--- src/rtl/spi_read_sequencer.sv ---
// Command/readback sequencer in front of spi_master: one command byte, up to four
// dummy bytes, received bytes packed right-justified into rdata, framed by cs_n.
module spi_read_sequencer #(
    parameter int unsigned CS_SETUP = 4,
    parameter int unsigned CS_HOLD  = 4,
    parameter int unsigned TIMEOUT  = 1024
) (
    input  logic        clk,
    input  logic        rst,
    input  logic        req,
    input  logic [7:0]  cmd,
    input  logic [2:0]  len,
    output logic        ready,
    output logic        done,
    output logic        error,
    output logic [31:0] rdata,
    output logic        cs_n,
    output logic        spi_start,
    output logic [7:0]  spi_data,
    input  logic        spi_busy,
    input  logic        spi_new_data,
    input  logic [7:0]  spi_rx,
    output logic [2:0]  fsm_state
);

    typedef enum logic [2:0] {
        S_IDLE  = 3'd0,
        S_SETUP = 3'd1,
        S_SEND  = 3'd2,
        S_WAIT  = 3'd3,
        S_DRAIN = 3'd4,
        S_HOLD  = 3'd5,
        S_DONE  = 3'd6
    } state_t;

    localparam logic [15:0] SETUP_LAST = 16'(CS_SETUP - 1);
    localparam logic [15:0] HOLD_LAST  = 16'(CS_HOLD - 1);
    localparam logic [15:0] TO_LAST    = 16'(TIMEOUT - 1);

    state_t      state;
    state_t      state_next;
    logic [15:0] cnt;
    logic [2:0]  idx;
    logic [7:0]  cmd_q;
    logic [2:0]  len_q;

    logic accept;
    logic cnt_clr;
    logic cnt_inc;
    logic capture;
    logic idx_inc;
    logic abort;
    logic hold_end;
    logic to_hit;

    // One counter serves setup, per-byte timeout (WAIT+DRAIN) and hold phases.
    assign to_hit = (cnt >= TO_LAST);

    // Handshake: a transaction is accepted on any edge where ready=1 and req=1;
    // req is ignored while ready=0. done pulses once per accepted transaction.
    always_comb begin
        state_next = state;
        accept     = 1'b0;
        cnt_clr    = 1'b0;
        cnt_inc    = 1'b0;
        capture    = 1'b0;
        idx_inc    = 1'b0;
        abort      = 1'b0;
        hold_end   = 1'b0;
        case (state)
            S_IDLE: begin
                if (req) begin
                    accept     = 1'b1;
                    cnt_clr    = 1'b1;
                    state_next = S_SETUP;
                end
            end
            S_SETUP: begin
                if (cnt == SETUP_LAST) begin
                    state_next = S_SEND;
                end else begin
                    cnt_inc = 1'b1;
                end
            end
            S_SEND: begin
                cnt_clr    = 1'b1;
                state_next = S_WAIT;
            end
            S_WAIT: begin
                // new_data beats a coinciding timeout so the byte is not lost
                if (spi_new_data) begin
                    capture    = (idx != 3'd0);
                    cnt_inc    = 1'b1;
                    state_next = S_DRAIN;
                end else if (to_hit) begin
                    abort      = 1'b1;
                    cnt_clr    = 1'b1;
                    state_next = S_HOLD;
                end else begin
                    cnt_inc = 1'b1;
                end
            end
            S_DRAIN: begin
                if (!spi_busy) begin
                    if (idx == len_q) begin
                        cnt_clr    = 1'b1;
                        state_next = S_HOLD;
                    end else begin
                        idx_inc    = 1'b1;
                        state_next = S_SEND;
                    end
                end else if (to_hit) begin
                    abort      = 1'b1;
                    cnt_clr    = 1'b1;
                    state_next = S_HOLD;
                end else begin
                    cnt_inc = 1'b1;
                end
            end
            S_HOLD: begin
                if (cnt == HOLD_LAST) begin
                    hold_end   = 1'b1;
                    state_next = S_DONE;
                end else begin
                    cnt_inc = 1'b1;
                end
            end
            S_DONE: begin
                state_next = S_IDLE;
            end
            default: begin
                state_next = S_IDLE;
            end
        endcase
    end

    always_ff @(posedge clk) begin
        if (rst) begin
            state <= S_IDLE;
            cnt   <= 16'd0;
            idx   <= 3'd0;
            cmd_q <= 8'h00;
            len_q <= 3'd0;
            rdata <= 32'd0;
            error <= 1'b0;
            cs_n  <= 1'b1;
        end else begin
            state <= state_next;
            if (cnt_clr) begin
                cnt <= 16'd0;
            end else if (cnt_inc) begin
                cnt <= cnt + 16'd1;
            end
            if (accept) begin
                cmd_q <= cmd;
                len_q <= (len > 3'd4) ? 3'd4 : len;
                rdata <= 32'd0;
                error <= 1'b0;
                cs_n  <= 1'b0;
                idx   <= 3'd0;
            end
            if (capture) begin
                rdata <= {rdata[23:0], spi_rx};
            end
            if (idx_inc) begin
                idx <= idx + 3'd1;
            end
            if (abort) begin
                error <= 1'b1;
            end
            if (hold_end) begin
                cs_n <= 1'b1;
            end
        end
    end

    assign ready     = (state == S_IDLE);
    assign done      = (state == S_DONE);
    assign spi_start = (state == S_SEND);
    assign spi_data  = (state == S_SEND && idx == 3'd0) ? cmd_q : 8'h00;
    assign fsm_state = state;

endmodule

--- config.mk ---
export PLATFORM = sky130hd
export DESIGN_NAME = spi_read_sequencer
export DESIGN_NICKNAME = d
export VERILOG_FILES = /design/src/rtl/spi_read_sequencer.sv
export SDC_FILE = /design/constraint.sdc
export NUM_CORES = 1
export LEC_CHECK = 0
export ABC_AREA = 1
export ABC_CLOCK_PERIOD_IN_PS = 2850
export CAP_MARGIN = 0
export CELL_PAD_IN_SITES_DETAIL_PLACEMENT = 1
export CELL_PAD_IN_SITES_GLOBAL_PLACEMENT = 1
export CORE_MARGIN = 2
export CORE_UTILIZATION = 30
export CTS_BUF_LIST = sky130_fd_sc_hd__clkbuf_4 sky130_fd_sc_hd__clkbuf_8
export DETAILED_ROUTE_END_ITERATION = 8
export GPL_TIMING_DRIVEN = 0
export PLACE_DENSITY_LB_ADDON = 0.2
export SYNTH_ARGS = -nofsm -noshare
export SYNTH_HDL_FRONTEND = slang
export SYNTH_SLANG_ARGS = --single-unit
--- constraint.sdc ---
create_clock -name clk -period 2.85 [get_ports clk]
set_clock_uncertainty 0.15 [all_clocks]
set_input_delay 0.57 -clock clk [delete_from_list [all_inputs] [get_ports clk]]
set_output_delay 0.57 -clock clk [all_outputs]
set_load 0.05 [all_outputs]
# Word level (Yosys, flattened, before mapping)
# Index checks and enable logic that the tools add are counted.
# Widths: inputs -> output; s select.
op_classes:
  n_reduce_logical: 11
  muxes: 37
  addsub: 2
  magnitude_cmp: 2
  n_eq_ne: 11
op_table:
  columns: ["cell", "count"]
  rows:
  - ["$mux 32", 2]
  - ["$mux 3", 10]
  - ["$mux 1", 20]
  - ["$pmux 3 s6", 1]
  - ["$add 16x1->16 const B", 1]
  - ["$eq 16x2->1 const B", 1]
  - ["$ge 16x10->1 const B", 1]
  - ["$eq 3x3->1 const B", 3]
  - ["$mux 8", 1]
  - ["$eq 3x2->1 const B", 2]
  - ["$logic_not 3->1", 2]
  - ["$ne 2x2->1 const B", 3]
  - ["$reduce_bool 2->1", 3]
  - ["$reduce_or 2->1", 3]
  - ["$pmux 1 s4", 1]
  - ["$add 3x1->3 const B", 1]
  - ["$eq 3x1->1 const B", 1]
  - ["$eq 3x3->1", 1]
  - ["$gt 3x3->1 const B", 1]
  - ["$pmux 1 s3", 1]
  - ["$reduce_and 3->1", 1]
  - ["$reduce_bool 3->1", 1]
  - ["$pmux 1 s2", 1]
  - ["$logic_and 1x1->1", 1]
totals:
  output_inout_bits: 48
  input_bits: 24
  regBits: 67

# Longest topological paths before layout
# Gate-level depths: netlist of run 1.
depth:
  word_depth: 5
  depth_mapped: 12
  mapped_depth_nobuf: 10

# Worst setup path before layout of run 1
# No wires, ideal clock.
synth_timing:
  kind: "reg-to-output"
  from: "register state[1] (netlist: fsm_state[1])"
  to: "output spi_data[0]"
  path_slack_ns: -0.539
  t_required_ns: 2.130
  stages_incl_launch_ff: 5
  t_arrival_ns: 2.669
  cell_sequence: "dfxtp_1 inv_1 nor3_2 nand3_1 nor2_1"
synth_via:
  elab_chain_cells: 3
synth_lines:
  columns: ["item", "line_no", "source"]
  rows:
  - ["start, declared", "40", "state_t state;"]
  - ["start signal, assigned", "148", "state <= state_next;"]
  - ["$eq 3x2->1", null, null]
  - ["named net spi_start", "18", "output logic spi_start,"]
  - ["$logic_and 1x1->1", "180", "assign spi_data = (state == S_SEND && idx == 3'd0) ? cmd_q : 8'h00;"]
  - ["$mux 8", "180", null]
  - ["end, declared", "19", "output logic [7:0] spi_data,"]
# The timed path passes the listed nets, and every way through them passes these cells.

# Final worst setup path of run 1
layout_timing:
  from: "register state[1] (netlist: fsm_state[1])"
  to: "output spi_data[7]"
layout_via:
  elab_chain_cells: 3
layout_lines:
  columns: ["item", "line_no"]
  rows:
  - ["$eq 3x2->1", "180"]
  - ["$logic_and 1x1->1", "180"]
  - ["$mux 8", "180"]
# Every way passes these cells.

==> flow_results.xml, run 1 <==
<?xml version="1.0" encoding="UTF-8"?>
<metrics>
  <group name="run_status">
    <metric name="outcome" unit="">completed</metric>
  </group>
  <group name="sta">
    <metric name="setup_viol" unit="">0</metric>
    <metric name="fin_tns_setup" unit="ns">0</metric>
    <metric name="period_minus_slack" unit="ns">2.68</metric>
    <metric name="relative_slew_slack" unit="%">65.4</metric>
    <metric name="rsz0062_at_grt" unit="">no</metric>
    <metric name="timing.final.hold_violations" unit="">0</metric>
    <metric name="worst_pin_slew" unit="ns">0.517</metric>
    <metric name="fmax" unit="MHz">374</metric>
    <metric name="fin_crit_sh" unit="%">93.9</metric>
    <metric name="finalMaxSlewViolations" unit="">0</metric>
  </group>
  <group name="clock_tree">
    <metric name="clkSinkCount" unit="">67</metric>
    <metric name="clk_pin_slew" unit="ns">0.08</metric>
    <metric name="post_cts.repair.setup_buffers" unit="">0</metric>
    <metric name="cts_made_buffers" unit="">9</metric>
    <metric name="cts_htree_levels" unit="">3</metric>
    <metric name="tritoncts_clock_tree" unit="">yes</metric>
    <metric name="clock_root_cell" unit="">clkbuf_8</metric>
    <metric name="ctsLongestPathBuffers" unit="">2</metric>
    <metric name="insertion_delay_of_the_later_clocked_pin_in_the_worst_skew_pair" unit="ns">0.36</metric>
  </group>
  <group name="cells_and_area">
    <metric name="antenna_cells" unit="">0</metric>
    <metric name="fillers" unit="">1349</metric>
    <metric name="register_area" unit="um2">1340</metric>
    <metric name="layout-drive-gt1-share" unit="%">14.5</metric>
    <metric name="multi_input_area" unit="um2">1740</metric>
    <metric name="layout-area-overhead-vs-synth" unit="%">36.5</metric>
    <metric name="net_count_of_the_finished_layout" unit="">554</metric>
  </group>
  <group name="yosys">
    <metric name="synth.yosys.seq_area_share" unit="%">40.8</metric>
    <metric name="synth-seq-cells" unit="">67</metric>
    <metric name="netlist_top_cells_area" unit="">dfxtp_1 41%, nand3_1 16%, a21oi_1 8.2%</metric>
    <metric name="synth_edf_count" unit="">0</metric>
    <metric name="synth_most_common_cell" unit="">nand3_1</metric>
    <metric name="synth_top_area_share" unit="%">40.8</metric>
    <metric name="syn_inst" unit="">445</metric>
    <metric name="dominantRegCellSynth" unit="">dfxtp_1</metric>
    <metric name="netlist_area" unit="um2">3290</metric>
    <metric name="synth_area_per_cell" unit="um2">7.39</metric>
    <metric name="ys_warn_count" unit="">0</metric>
    <metric name="synth.largest_area_cell" unit="">dfxtp_1</metric>
    <metric name="netlist_top_cells_count" unit="">102 x nand3_1, 67 x dfxtp_1, 56 x nand2_1</metric>
    <metric name="synthesis.nets" unit="">472</metric>
    <metric name="synth.lib_cells_used.distinct" unit="">32</metric>
    <metric name="synth_async_sr_flop_share" unit="%">0</metric>
  </group>
  <group name="global_routing">
    <metric name="gr-usage-all-layers" unit="%">18.9</metric>
    <metric name="grt.overflow.total" unit="">0</metric>
    <metric name="grt_antenna_before_repair" unit="">0</metric>
    <metric name="grt_pass1_wl" unit="um">17400</metric>
    <metric name="vias_in_the_first_global_route" unit="">3446</metric>
    <metric name="grt_max_degree" unit="">14</metric>
  </group>
  <group name="detailed_routing">
    <metric name="detail_route.iter0.violations" unit="">125</metric>
    <metric name="count_of_antenna_violating_nets_left_after_detailed_routing" unit="">0</metric>
    <metric name="via_count" unit="">3302</metric>
    <metric name="routed_wl" unit="um">10300</metric>
    <metric name="number_of_remaining_drc_errors" unit="">0</metric>
    <metric name="wl_per_cell" unit="um">15.3</metric>
    <metric name="avgViaCountPerCell" unit="">4.91</metric>
    <metric name="drt_pass1_iterations" unit="">5</metric>
  </group>
  <group name="placement">
    <metric name="numPortBuffers" unit="">71</metric>
    <metric name="hpwlAfterDp" unit="um">7700</metric>
    <metric name="weighted_congestion_reported_at_the_end_of_routability_driven_placement" unit="">0.791</metric>
  </group>
  <group name="die">
    <metric name="design.die.area" unit="um2">11800</metric>
    <metric name="vert_die_dim" unit="um">109</metric>
    <metric name="placeableCoreArea" unit="um2">10700</metric>
    <metric name="rows" unit="">38</metric>
    <metric name="io-pin-count" unit="">72</metric>
    <metric name="chipWidth" unit="um">109</metric>
    <metric name="initial_utilization" unit="%">30.6</metric>
  </group>
  <group name="worst_setup_path">
    <metric name="worst_path_max_delay_cell" unit="">dfxtp_1</metric>
    <metric name="crit_path_cell_trace" unit="">inv_1 &gt; nor3_4 &gt; nand3_4 &gt; nor2_4 &gt; clkdlybuf4s15_2</metric>
    <metric name="worst-path-max-fanout" unit="">8</metric>
    <metric name="timing.critical_path.from" unit="">fsm_state[1]$_SDFFE_PP0P_</metric>
    <metric name="required" unit="ns">2.13</metric>
    <metric name="slowest_delay" unit="ns">0.40</metric>
    <metric name="rr_startpoint" unit="">idx[0]$_SDFFE_PP0P_</metric>
    <metric name="cp_data_arrival_time" unit="ns">1.96</metric>
    <metric name="critical_path.endpoint_type" unit="">output pin</metric>
    <metric name="setup.worst_path.start_class" unit="">flip-flop</metric>
    <metric name="worst-path-buf-inv" unit="">2</metric>
    <metric name="worst-setup-path-type" unit="">flip-flop to output pin</metric>
    <metric name="cpLargestDelayFamily" unit="">simple AND/OR/NAND/NOR gates</metric>
  </group>
  <group name="hold_path">
    <metric name="timing.hold.worst.start" unit="">error$_SDFFE_PP0P_</metric>
    <metric name="worst_hold_path_type" unit="">flip-flop to flip-flop</metric>
  </group>
  <group name="pwr">
    <metric name="power_density" unit="nW/um2">596</metric>
    <metric name="total_power_consumption" unit="uW">2680</metric>
    <metric name="peakVddDrop" unit="mV">0.226</metric>
    <metric name="total_leakage_power" unit="uW">0.00156</metric>
  </group>
  <group name="job">
    <metric name="cap_violations" unit="">0</metric>
  </group>
</metrics>
-- flip-flops by register name, summed over array words and instances (netlist names) --
signal     count
rdata         32
cnt           16
len_q          3
error          1
cmd_q          8
idx            3
fsm_state      3
cs_n           1
-- what timing repair did --
action / 4_1_cts / 5_1_grt
hold buffers: 0 / 0
pin swaps: 0 / 0
resized for setup: 24 / 1
endpoints found under the setup margin: 8 / 1
cloned: 0 / 0
-- through the flow --
stage | area, um2 | setup WS, ns | instances | hold WS, ns | utilization [%]
final | 4490 | 0.173 | 672 | 0.331 | 41.8
after CTS | 4490 | 0.0770 | 672 | 0.335 | 41.7
after floorplan | 3370 | 0.0327 | 445 | 0.302 | -
after detailed placement | 4250 | 0.0774 | 656 | 0.322 | 39.6
after global placement | 4250 | 0.0989 | 656 | 0.319 | 39.6
after global routing | 4490 | 0.00640 | 672 | 0.373 | 41.8
-- power by group --
group,total [uW],switching (uW),internal [uW]
logic,737,517,219
registers,1030,40.1,989
clock network,911,412,498
-- kinds of logic after synthesis --
family / count (synthesis) / synth area share [%]
simple gates: 216 / 32.2
compound gates: 79 / 13.5
flops: 67 / 40.8
buf+inv: 66 / 8.64
xor+xnor: 14 / 3.73
fa+ha+maj: 3 / 1.14
-- tightest hold or removal path, cell delays in order (launching register included) --
cell and delay [ns]:
dfxtp_1 0.32, nand2_1 0.06, a21oi_1 0.06
-- placed cells by master, fill, tap and decap left out, drive strengths merged --
master | netlist | final
nor2 | 36 | 36
xnor2 | 5 | 5
nor3 | 6 | 6
clkbuf | 13 | 22
nand2 | 62 | 62
a21oi | 64 | 64
o21ai | 12 | 12
nand3 | 106 | 106
clkinv | 0 | 2
dfxtp | 67 | 67
a21boi | 1 | 1
xor2 | 9 | 9
buf | 12 | 12
a31oi | 1 | 1
dlymetal6s2s | 0 | 1
clkinvlp | 0 | 1
bufinv | 0 | 2
nand4 | 5 | 5
clkdlybuf4s50 | 0 | 62
ha | 3 | 3
o211ai | 1 | 1
clkdlybuf4s15 | 0 | 8
inv | 41 | 43
or2 | 1 | 1
-- path summary, 6_finish.rpt --
kind / slack [ns] / end / cells past startpoint
worst max register to register: 0.65 / rdata[7]$_SDFFE_PP0P_ / 7
worst max-delay path: 0.17 / spi_data[7] / 5
worst min-delay path: 0.33 / error$_SDFFE_PP0P_ / 2
worst min register to register: 0.33 / error$_SDFFE_PP0P_ / 2
-- layer usage --
layer | vias up | GRT usage [%] | wire length (um)
met5 | - | 0 | 0
met4 | 0 | 5.49 | 107
met3 | 9 | 4.12 | 505
met2 | 84 | 30.1 | 4770
met1 | 1555 | 25.6 | 4890
li1 | 1654 | - | -
-- final cells by class --
class / instances / area share, %
Sequential cell: 67 / 29.9
Inverter: 41 / 3.48
Multi-Input combinational cell: 312 / 38.8
Timing Repair Buffer: 71 / 16.1
Clock buffer: 9 / 2.76
Clock inverter: 7 / 2.20
Tap cell: 140 / 3.90
Buffer: 25 / 2.84
(Power assumes the default switching activity.)
==> inputs of run 2 (changes only) <==
--- a/config.mk
+++ b/config.mk
@@ -9,7 +9,7 @@
 export ABC_CLOCK_PERIOD_IN_PS = 2850
 export CAP_MARGIN = 0
 export CELL_PAD_IN_SITES_DETAIL_PLACEMENT = 1
-export CELL_PAD_IN_SITES_GLOBAL_PLACEMENT = 1
+export CELL_PAD_IN_SITES_GLOBAL_PLACEMENT = 2
 export CORE_MARGIN = 2
 export CORE_UTILIZATION = 30
 export CTS_BUF_LIST = sky130_fd_sc_hd__clkbuf_4 sky130_fd_sc_hd__clkbuf_8
==> run 2 against run 1 <==
Against the previous run: cell count unchanged; sequential power hardly changed; register-to-register slack worse by 0.11 ns; combinational power decreased by 1%.
==> flow_results.xml, run 2 (same netlist as run 1, synthesis figures left out) <==
<?xml version="1.0" encoding="UTF-8"?>
<metrics>
  <group name="run_status">
    <metric name="outcome" unit="">completed</metric>
  </group>
  <group name="worst_setup_path">
    <metric name="worst-setup-path-type" unit="">flip-flop to output pin</metric>
    <metric name="reg2reg_to" unit="">rdata[20]$_SDFFE_PP0P_</metric>
    <metric name="setup.worst_path.start_class" unit="">flip-flop</metric>
    <metric name="worst-path-max-fanout" unit="">5</metric>
    <metric name="critical_path.endpoint_type" unit="">output pin</metric>
    <metric name="timing.critical_path.from" unit="">fsm_state[1]$_SDFFE_PP0P_</metric>
    <metric name="regToRegSetupSlack" unit="ns">0.54</metric>
    <metric name="rr_startpoint" unit="">idx[0]$_SDFFE_PP0P_</metric>
    <metric name="r2r_cells" unit="">7</metric>
    <metric name="cp_data_arrival_time" unit="ns">1.98</metric>
    <metric name="required" unit="ns">2.13</metric>
    <metric name="setup_crit_end" unit="">spi_start</metric>
  </group>
  <group name="cells_and_area">
    <metric name="layout_commonest_cell" unit="">nand3_1</metric>
    <metric name="layout-drive-gt1-share" unit="%">14.5</metric>
    <metric name="net_count_of_the_finished_layout" unit="">554</metric>
    <metric name="layout.cells.most_common_list" unit="">101 x nand3_1, 67 x dfxtp_1, 63 x clkdlybuf4s50_1</metric>
    <metric name="top_register" unit="">rdata</metric>
    <metric name="layout-area-overhead-vs-synth" unit="%">33.7</metric>
    <metric name="final_core_util" unit="%">40.9</metric>
    <metric name="fillers" unit="">1381</metric>
    <metric name="reg_top3" unit="">rdata x32, cnt x16, cmd_q x8</metric>
    <metric name="antenna_cells" unit="">0</metric>
    <metric name="final_cell_area" unit="um2">4400</metric>
    <metric name="number_of_flip_flops_in_the_largest_register" unit="">32</metric>
  </group>
  <group name="placement">
    <metric name="hpwlAfterDp" unit="um">7690</metric>
    <metric name="numPortBuffers" unit="">71</metric>
    <metric name="weighted_congestion_reported_at_the_end_of_routability_driven_placement" unit="">0.782</metric>
    <metric name="preCtsSetupSlack" unit="ns">0.102</metric>
    <metric name="dpl-instance-area" unit="um2">4250</metric>
  </group>
  <group name="detailed_routing">
    <metric name="routed_wl" unit="um">10200</metric>
    <metric name="drt_pass1_iterations" unit="">4</metric>
    <metric name="wl_per_cell" unit="um">15.2</metric>
    <metric name="detail_route.iter0.violations" unit="">98</metric>
    <metric name="count_of_antenna_violating_nets_left_after_detailed_routing" unit="">0</metric>
    <metric name="via_count" unit="">3302</metric>
    <metric name="avgViaCountPerCell" unit="">4.91</metric>
    <metric name="number_of_remaining_drc_errors" unit="">0</metric>
  </group>
  <group name="die">
    <metric name="chipWidth" unit="um">109</metric>
    <metric name="vert_die_dim" unit="um">109</metric>
    <metric name="design.die.area" unit="um2">11800</metric>
    <metric name="placeableCoreArea" unit="um2">10700</metric>
    <metric name="initial_utilization" unit="%">30.6</metric>
    <metric name="rows" unit="">38</metric>
    <metric name="io-pin-count" unit="">72</metric>
  </group>
  <group name="clock_tree">
    <metric name="clk_pin_slew" unit="ns">0.08</metric>
    <metric name="cts_repair_resize_count" unit="">8</metric>
    <metric name="post_cts.repair.setup_buffers" unit="">0</metric>
    <metric name="tritoncts_clock_tree" unit="">yes</metric>
    <metric name="cts_made_buffers" unit="">9</metric>
    <metric name="cts_htree_levels" unit="">3</metric>
    <metric name="holdBufCountCts" unit="">0</metric>
    <metric name="ctsLongestPathBuffers" unit="">2</metric>
    <metric name="insertion_delay_of_the_later_clocked_pin_in_the_worst_skew_pair" unit="ns">0.35</metric>
    <metric name="clock_root_cell" unit="">clkbuf_8</metric>
    <metric name="clkSinkCount" unit="">67</metric>
  </group>
  <group name="sta">
    <metric name="relative_slew_slack" unit="%">63.1</metric>
    <metric name="fin_tns_setup" unit="ns">0</metric>
    <metric name="fin_crit_sh" unit="%">94.8</metric>
    <metric name="worst_pin_slew" unit="ns">0.554</metric>
    <metric name="final_critical_path_setup_slack" unit="ns">0.149</metric>
    <metric name="setup_viol" unit="">0</metric>
    <metric name="period_minus_slack" unit="ns">2.70</metric>
    <metric name="rsz0062_at_grt" unit="">no</metric>
    <metric name="timing.final.hold_violations" unit="">0</metric>
    <metric name="finalMaxSlewViolations" unit="">0</metric>
    <metric name="fmax" unit="MHz">370</metric>
  </group>
  <group name="global_routing">
    <metric name="grt_max_degree" unit="">12</metric>
    <metric name="gr-usage-all-layers" unit="%">18.4</metric>
    <metric name="vias_in_the_first_global_route" unit="">3402</metric>
    <metric name="grt.overflow.total" unit="">0</metric>
    <metric name="grt_pass1_wl" unit="um">16800</metric>
    <metric name="grt_antenna_before_repair" unit="">0</metric>
  </group>
  <group name="pwr">
    <metric name="power_density" unit="nW/um2">572</metric>
    <metric name="total_leakage_power" unit="uW">0.00154</metric>
    <metric name="peakVddDrop" unit="mV">0.257</metric>
  </group>
  <group name="job">
    <metric name="cap_violations" unit="">0</metric>
  </group>
  <group name="hold_path">
    <metric name="worst_hold_path_type" unit="">flip-flop to flip-flop</metric>
  </group>
</metrics>
-- run 2: cell count changes in the layout (fill, tap and decap cells not counted) --
cell and delta:
bufinv_16 -2, clkbuf_2 +8, clkbuf_4 +1, clkbuf_8 +2, clkdlybuf4s15_2 -8, clkdlybuf4s50_1 +1
clkinv_2 +1, clkinv_4 -1, clkinvlp_4 +1, dlymetal6s2s_1 -1, inv_6 -2
-- run 2: worst min-delay path by stage --
stage / to / cells after the start / slack, ns / start
final: error$_SDFFE_PP0P_ / 2 / 0.33 / error$_SDFFE_PP0P_
after global routing: len_q[1]$_SDFFE_PP0P_ / 2 / 0.36 / len_q[1]$_SDFFE_PP0P_
after CTS: error$_SDFFE_PP0P_ / 2 / 0.33 / error$_SDFFE_PP0P_
after global placement: cs_n$_SDFFE_PP1P_ / 2 / 0.31 / cs_n$_SDFFE_PP1P_
after detailed placement: cs_n$_SDFFE_PP1P_ / 2 / 0.32 / cs_n$_SDFFE_PP1P_
after floorplan: len_q[2]$_SDFFE_PP0P_ / 2 / 0.30 / len_q[2]$_SDFFE_PP0P_
-- run 2: through the flow --
stage	std cells	hold WS, ns	power (uW)
3_5_place_dp	656	0.319	1800
3_3_place_gp	656	0.314	1790
2_1_floorplan	445	0.302	1560
5_1_grt	672	0.362	2660
6_report	672	0.327	2510
4_1_cts	672	0.333	2550
-- run 2: where the power goes --
group / total, uW / internal (uW) / switching, uW
clock: 754 / 370 / 384
sequential: 1030 / 990 / 41.0
combinational: 729 / 215 / 514
total: 2510 / 1570 / 939
-- run 2: worst max-delay path: stages (launching register included) --
cell and delay (ns):
dfxtp_1 0.42, inv_1 0.12, nor3_4 0.23, clkdlybuf4s50_1 0.87
-- run 2: layout make-up --
cell class / instances / area (um2) / share of cell area [%]
Multi-Input combinational cell: 312 / 1740 / 39.6
Sequential cell: 67 / 1340 / 30.5
Timing Repair Buffer: 71 / 671 / 15.3
Tap cell: 140 / 175 / 3.98
Clock buffer: 12 / 159 / 3.61
Inverter: 41 / 156 / 3.56
Buffer: 25 / 128 / 2.90
Clock inverter: 4 / 25.0 / 0.569
-- run 2: metal layers --
metal  vias to the layer above  track usage [%]  part of all wire (%)
met5                         -                0                     0
met4                         0             6.87                   1.5
met3                        11             3.47                   3.8
met2                        62             30.9                    48
met1                      1573             23.4                    47
li1                       1656                -                     -
==> inputs of run 3 (changes only) <==
--- a/config.mk
+++ b/config.mk
@@ -10,12 +10,12 @@
 export CAP_MARGIN = 0
 export CELL_PAD_IN_SITES_DETAIL_PLACEMENT = 1
 export CELL_PAD_IN_SITES_GLOBAL_PLACEMENT = 2
-export CORE_MARGIN = 2
 export CORE_UTILIZATION = 30
 export CTS_BUF_LIST = sky130_fd_sc_hd__clkbuf_4 sky130_fd_sc_hd__clkbuf_8
 export DETAILED_ROUTE_END_ITERATION = 8
 export GPL_TIMING_DRIVEN = 0
 export PLACE_DENSITY_LB_ADDON = 0.2
+export RECOVER_POWER = 100
 export SYNTH_ARGS = -nofsm -noshare
 export SYNTH_HDL_FRONTEND = slang
 export SYNTH_SLANG_ARGS = --single-unit
==> run 3 against run 2 <==
Against the previous run: sequential cell count stayed put; clock power grew 9.8%; critical endpoint unchanged; die area shrank 3.6%; first-iteration DRC count fell by 24%; sequential share of layout area increased by 0.42 points; sequential power barely moved; largest cell class unchanged; clock-buffer cell count down 2; critical path type unchanged.
==> flow_results.xml, run 3 (same netlist as run 1, synthesis figures left out) <==
<?xml version="1.0" encoding="UTF-8"?>
<metrics>
  <group name="worst_setup_path">
    <metric name="r2r_cells" unit="">11</metric>
    <metric name="worst-path-buf-inv" unit="">2</metric>
    <metric name="cpLargestDelayFamily" unit="">buffers and inverters</metric>
    <metric name="worst_path_max_delay_cell" unit="">clkdlybuf4s50_1</metric>
    <metric name="regToRegSetupSlack" unit="ns">0.35</metric>
    <metric name="setup_crit_end" unit="">spi_start</metric>
    <metric name="required" unit="ns">2.13</metric>
    <metric name="critical_path.endpoint_type" unit="">output pin</metric>
    <metric name="worst-path-max-fanout" unit="">5</metric>
    <metric name="setup.worst_path.start_class" unit="">flip-flop</metric>
    <metric name="cp_data_arrival_time" unit="ns">2.01</metric>
    <metric name="crit_path_cell_trace" unit="">inv_1 &gt; nor3_4 &gt; clkdlybuf4s50_1</metric>
    <metric name="rr_startpoint" unit="">cnt[0]$_SDFFE_PP0P_</metric>
    <metric name="worstSetupPathDepth" unit="">3</metric>
    <metric name="reg2reg_to" unit="">cnt[3]$_SDFFE_PP0P_</metric>
    <metric name="slowest_delay" unit="ns">0.87</metric>
    <metric name="worst-setup-path-type" unit="">flip-flop to output pin</metric>
    <metric name="timing.critical_path.from" unit="">fsm_state[1]$_SDFFE_PP0P_</metric>
  </group>
  <group name="placement">
    <metric name="numPortBuffers" unit="">71</metric>
    <metric name="preCtsSetupSlack" unit="ns">0.102</metric>
    <metric name="hpwlAfterDp" unit="um">7540</metric>
    <metric name="weighted_congestion_reported_at_the_end_of_routability_driven_placement" unit="">0.778</metric>
  </group>
  <group name="global_routing">
    <metric name="grt_pass1_wl" unit="um">17000</metric>
    <metric name="vias_in_the_first_global_route" unit="">3334</metric>
    <metric name="grt.overflow.total" unit="">0</metric>
    <metric name="grt_max_degree" unit="">13</metric>
    <metric name="gr-usage-all-layers" unit="%">18.8</metric>
    <metric name="grt_antenna_before_repair" unit="">0</metric>
  </group>
  <group name="sta">
    <metric name="worst_pin_slew" unit="ns">0.569</metric>
    <metric name="hold_slack" unit="ns">0.308</metric>
    <metric name="fmax" unit="MHz">366</metric>
    <metric name="final_critical_path_setup_slack" unit="ns">0.119</metric>
    <metric name="timing.final.hold_violations" unit="">0</metric>
    <metric name="fin_crit_sh" unit="%">95.8</metric>
    <metric name="rsz0062_at_grt" unit="">no</metric>
    <metric name="fin_tns_setup" unit="ns">0</metric>
    <metric name="finalMaxSlewViolations" unit="">0</metric>
    <metric name="period_minus_slack" unit="ns">2.73</metric>
    <metric name="relative_slew_slack" unit="%">61.9</metric>
    <metric name="setup_viol" unit="">0</metric>
  </group>
  <group name="pwr">
    <metric name="total_leakage_power" unit="uW">0.00165</metric>
    <metric name="peakVddDrop" unit="mV">0.256</metric>
    <metric name="seq_power_share" unit="%">40.2</metric>
    <metric name="power_switching" unit="uW">943</metric>
    <metric name="share_clk_of_total_power" unit="%">32.3</metric>
    <metric name="power.share.combinational" unit="%">27.5</metric>
    <metric name="power_density" unit="nW/um2">590</metric>
    <metric name="total_power_consumption" unit="uW">2560</metric>
    <metric name="switching_portion_of_total_power" unit="%">36.8</metric>
    <metric name="p_int" unit="uW">1620</metric>
  </group>
  <group name="detailed_routing">
    <metric name="avgViaCountPerCell" unit="">4.96</metric>
    <metric name="number_of_remaining_drc_errors" unit="">0</metric>
    <metric name="count_of_antenna_violating_nets_left_after_detailed_routing" unit="">0</metric>
    <metric name="via_count" unit="">3313</metric>
    <metric name="drt_pass1_iterations" unit="">4</metric>
    <metric name="wl_per_cell" unit="um">15.0</metric>
    <metric name="detail_route.iter0.violations" unit="">74</metric>
    <metric name="routed_wl" unit="um">10000</metric>
  </group>
  <group name="hold_path">
    <metric name="worst_hold_path_type" unit="">flip-flop to flip-flop</metric>
  </group>
  <group name="cells_and_area">
    <metric name="final_core_util" unit="%">41.4</metric>
    <metric name="layout.cells.most_common_list" unit="">102 x nand3_1, 67 x dfxtp_1, 60 x a21oi_1</metric>
    <metric name="antenna_cells" unit="">0</metric>
    <metric name="net_count_of_the_finished_layout" unit="">554</metric>
    <metric name="layout-drive-gt1-share" unit="%">10.9</metric>
    <metric name="layout_commonest_cell" unit="">nand3_1</metric>
    <metric name="reg_top3" unit="">rdata x32, cnt x16, cmd_q x8</metric>
    <metric name="layout-area-overhead-vs-synth" unit="%">31.9</metric>
    <metric name="top_register" unit="">rdata</metric>
    <metric name="number_of_flip_flops_in_the_largest_register" unit="">32</metric>
  </group>
  <group name="die">
    <metric name="io-pin-count" unit="">72</metric>
    <metric name="design.die.area" unit="um2">11400</metric>
    <metric name="vert_die_dim" unit="um">107</metric>
    <metric name="placeableCoreArea" unit="um2">10500</metric>
    <metric name="chipWidth" unit="um">107</metric>
    <metric name="rows" unit="">37</metric>
    <metric name="initial_utilization" unit="%">31.4</metric>
  </group>
  <group name="clock_tree">
    <metric name="insertion_delay_of_the_later_clocked_pin_in_the_worst_skew_pair" unit="ns">0.35</metric>
    <metric name="ctsLongestPathBuffers" unit="">2</metric>
    <metric name="clk_pin_slew" unit="ns">0.08</metric>
    <metric name="cts_made_buffers" unit="">9</metric>
    <metric name="clock_root_cell" unit="">clkbuf_8</metric>
    <metric name="clkSinkCount" unit="">67</metric>
    <metric name="tritoncts_clock_tree" unit="">yes</metric>
    <metric name="cts_htree_levels" unit="">3</metric>
    <metric name="holdBufCountCts" unit="">0</metric>
  </group>
  <group name="job">
    <metric name="cap_violations" unit="">0</metric>
  </group>
  <group name="run_status">
    <metric name="outcome" unit="">completed</metric>
  </group>
</metrics>
[run 3: cell count changes in the layout (fill, tap and decap cells not counted), moves of 2 or more]
cell and delta:
a21oi_1 +6, a21oi_2 -6, buf_2 -6, clkbuf_1 +5
clkdlybuf4s50_1 -41, clkinv_4 +2, dlygate4sd3_1 +41, nand2_1 +2
nand2_4 -2, nor2_1 +4, nor2_4 -3
[run 3: metrics by stage]
| step | area, um2 | instances |
|---|---|---|
| CTS | 4450 | 668 |
| finish | 4340 | 668 |
| global route | 4340 | 668 |
| floorplan | 3370 | 445 |
| global placement | 4250 | 652 |
| detailed placement | 4250 | 652 |
[run 3: layer usage]
layer | vias up | GRT usage [%] | routed length, um
met4 | 0 | 4.99 | 119
met1 | 1574 | 25.3 | 4920
met5 | - | 0 | 0
li1 | 1652 | - | -
met3 | 12 | 5.17 | 460
met2 | 75 | 29.6 | 4510
[run 3: layout make-up]
| class | instances | area, um2 |
|---|---|---|
| buffer | 25 | 121 |
| fill | 1328 | 6130 |
| clock buffer | 10 | 138 |
| multi-input combinational | 312 | 1670 |
| timing repair buffer | 71 | 671 |
| sequential | 67 | 1340 |
| inverter | 41 | 156 |
| tap | 136 | 170 |
| clock inverter | 6 | 65.1 |
[run 3: power groups by stage]
stage,Clock [uW],Sequential [uW],Combinational [uW]
2_1_floorplan,0,1090,472
6_report,828,1030,703
3_3_place_gp,0,1050,736
5_1_grt,908,1040,772
4_1_cts,849,1030,742
3_5_place_dp,0,1050,743
[run 3: repair_timing]
| action | CTS | global route |
|---|---|---|
| gates resized for setup | 12 | 12 |
| setup endpoints to repair | 8 | 8 |
| buffers inserted | 0 | 0 |
| endpoints found under the hold margin | 0 | 0 |
[run 3: worst min path at each step]
stage                                       from                     end  depth (start not counted)
after floorplan            len_q[2]$_SDFFE_PP0P_   len_q[2]$_SDFFE_PP0P_                          2
after global placement     len_q[2]$_SDFFE_PP0P_   len_q[2]$_SDFFE_PP0P_                          2
after detailed placement       cs_n$_SDFFE_PP1P_       cs_n$_SDFFE_PP1P_                          2
after CTS                 rdata[27]$_SDFFE_PP0P_  rdata[27]$_SDFFE_PP0P_                          2
after global routing       cmd_q[1]$_SDFFE_PP0P_   cmd_q[1]$_SDFFE_PP0P_                          2
final                      cmd_q[1]$_SDFFE_PP0P_   cmd_q[1]$_SDFFE_PP0P_                          2
[run 3: worst min-delay path: cells and delay by family, from the launching register on]
kind,cells,cell delay (ns)
AO/OA/AOI/OAI,1,0.06
flip-flops,1,0.30
buffers and inverters,1,0.06
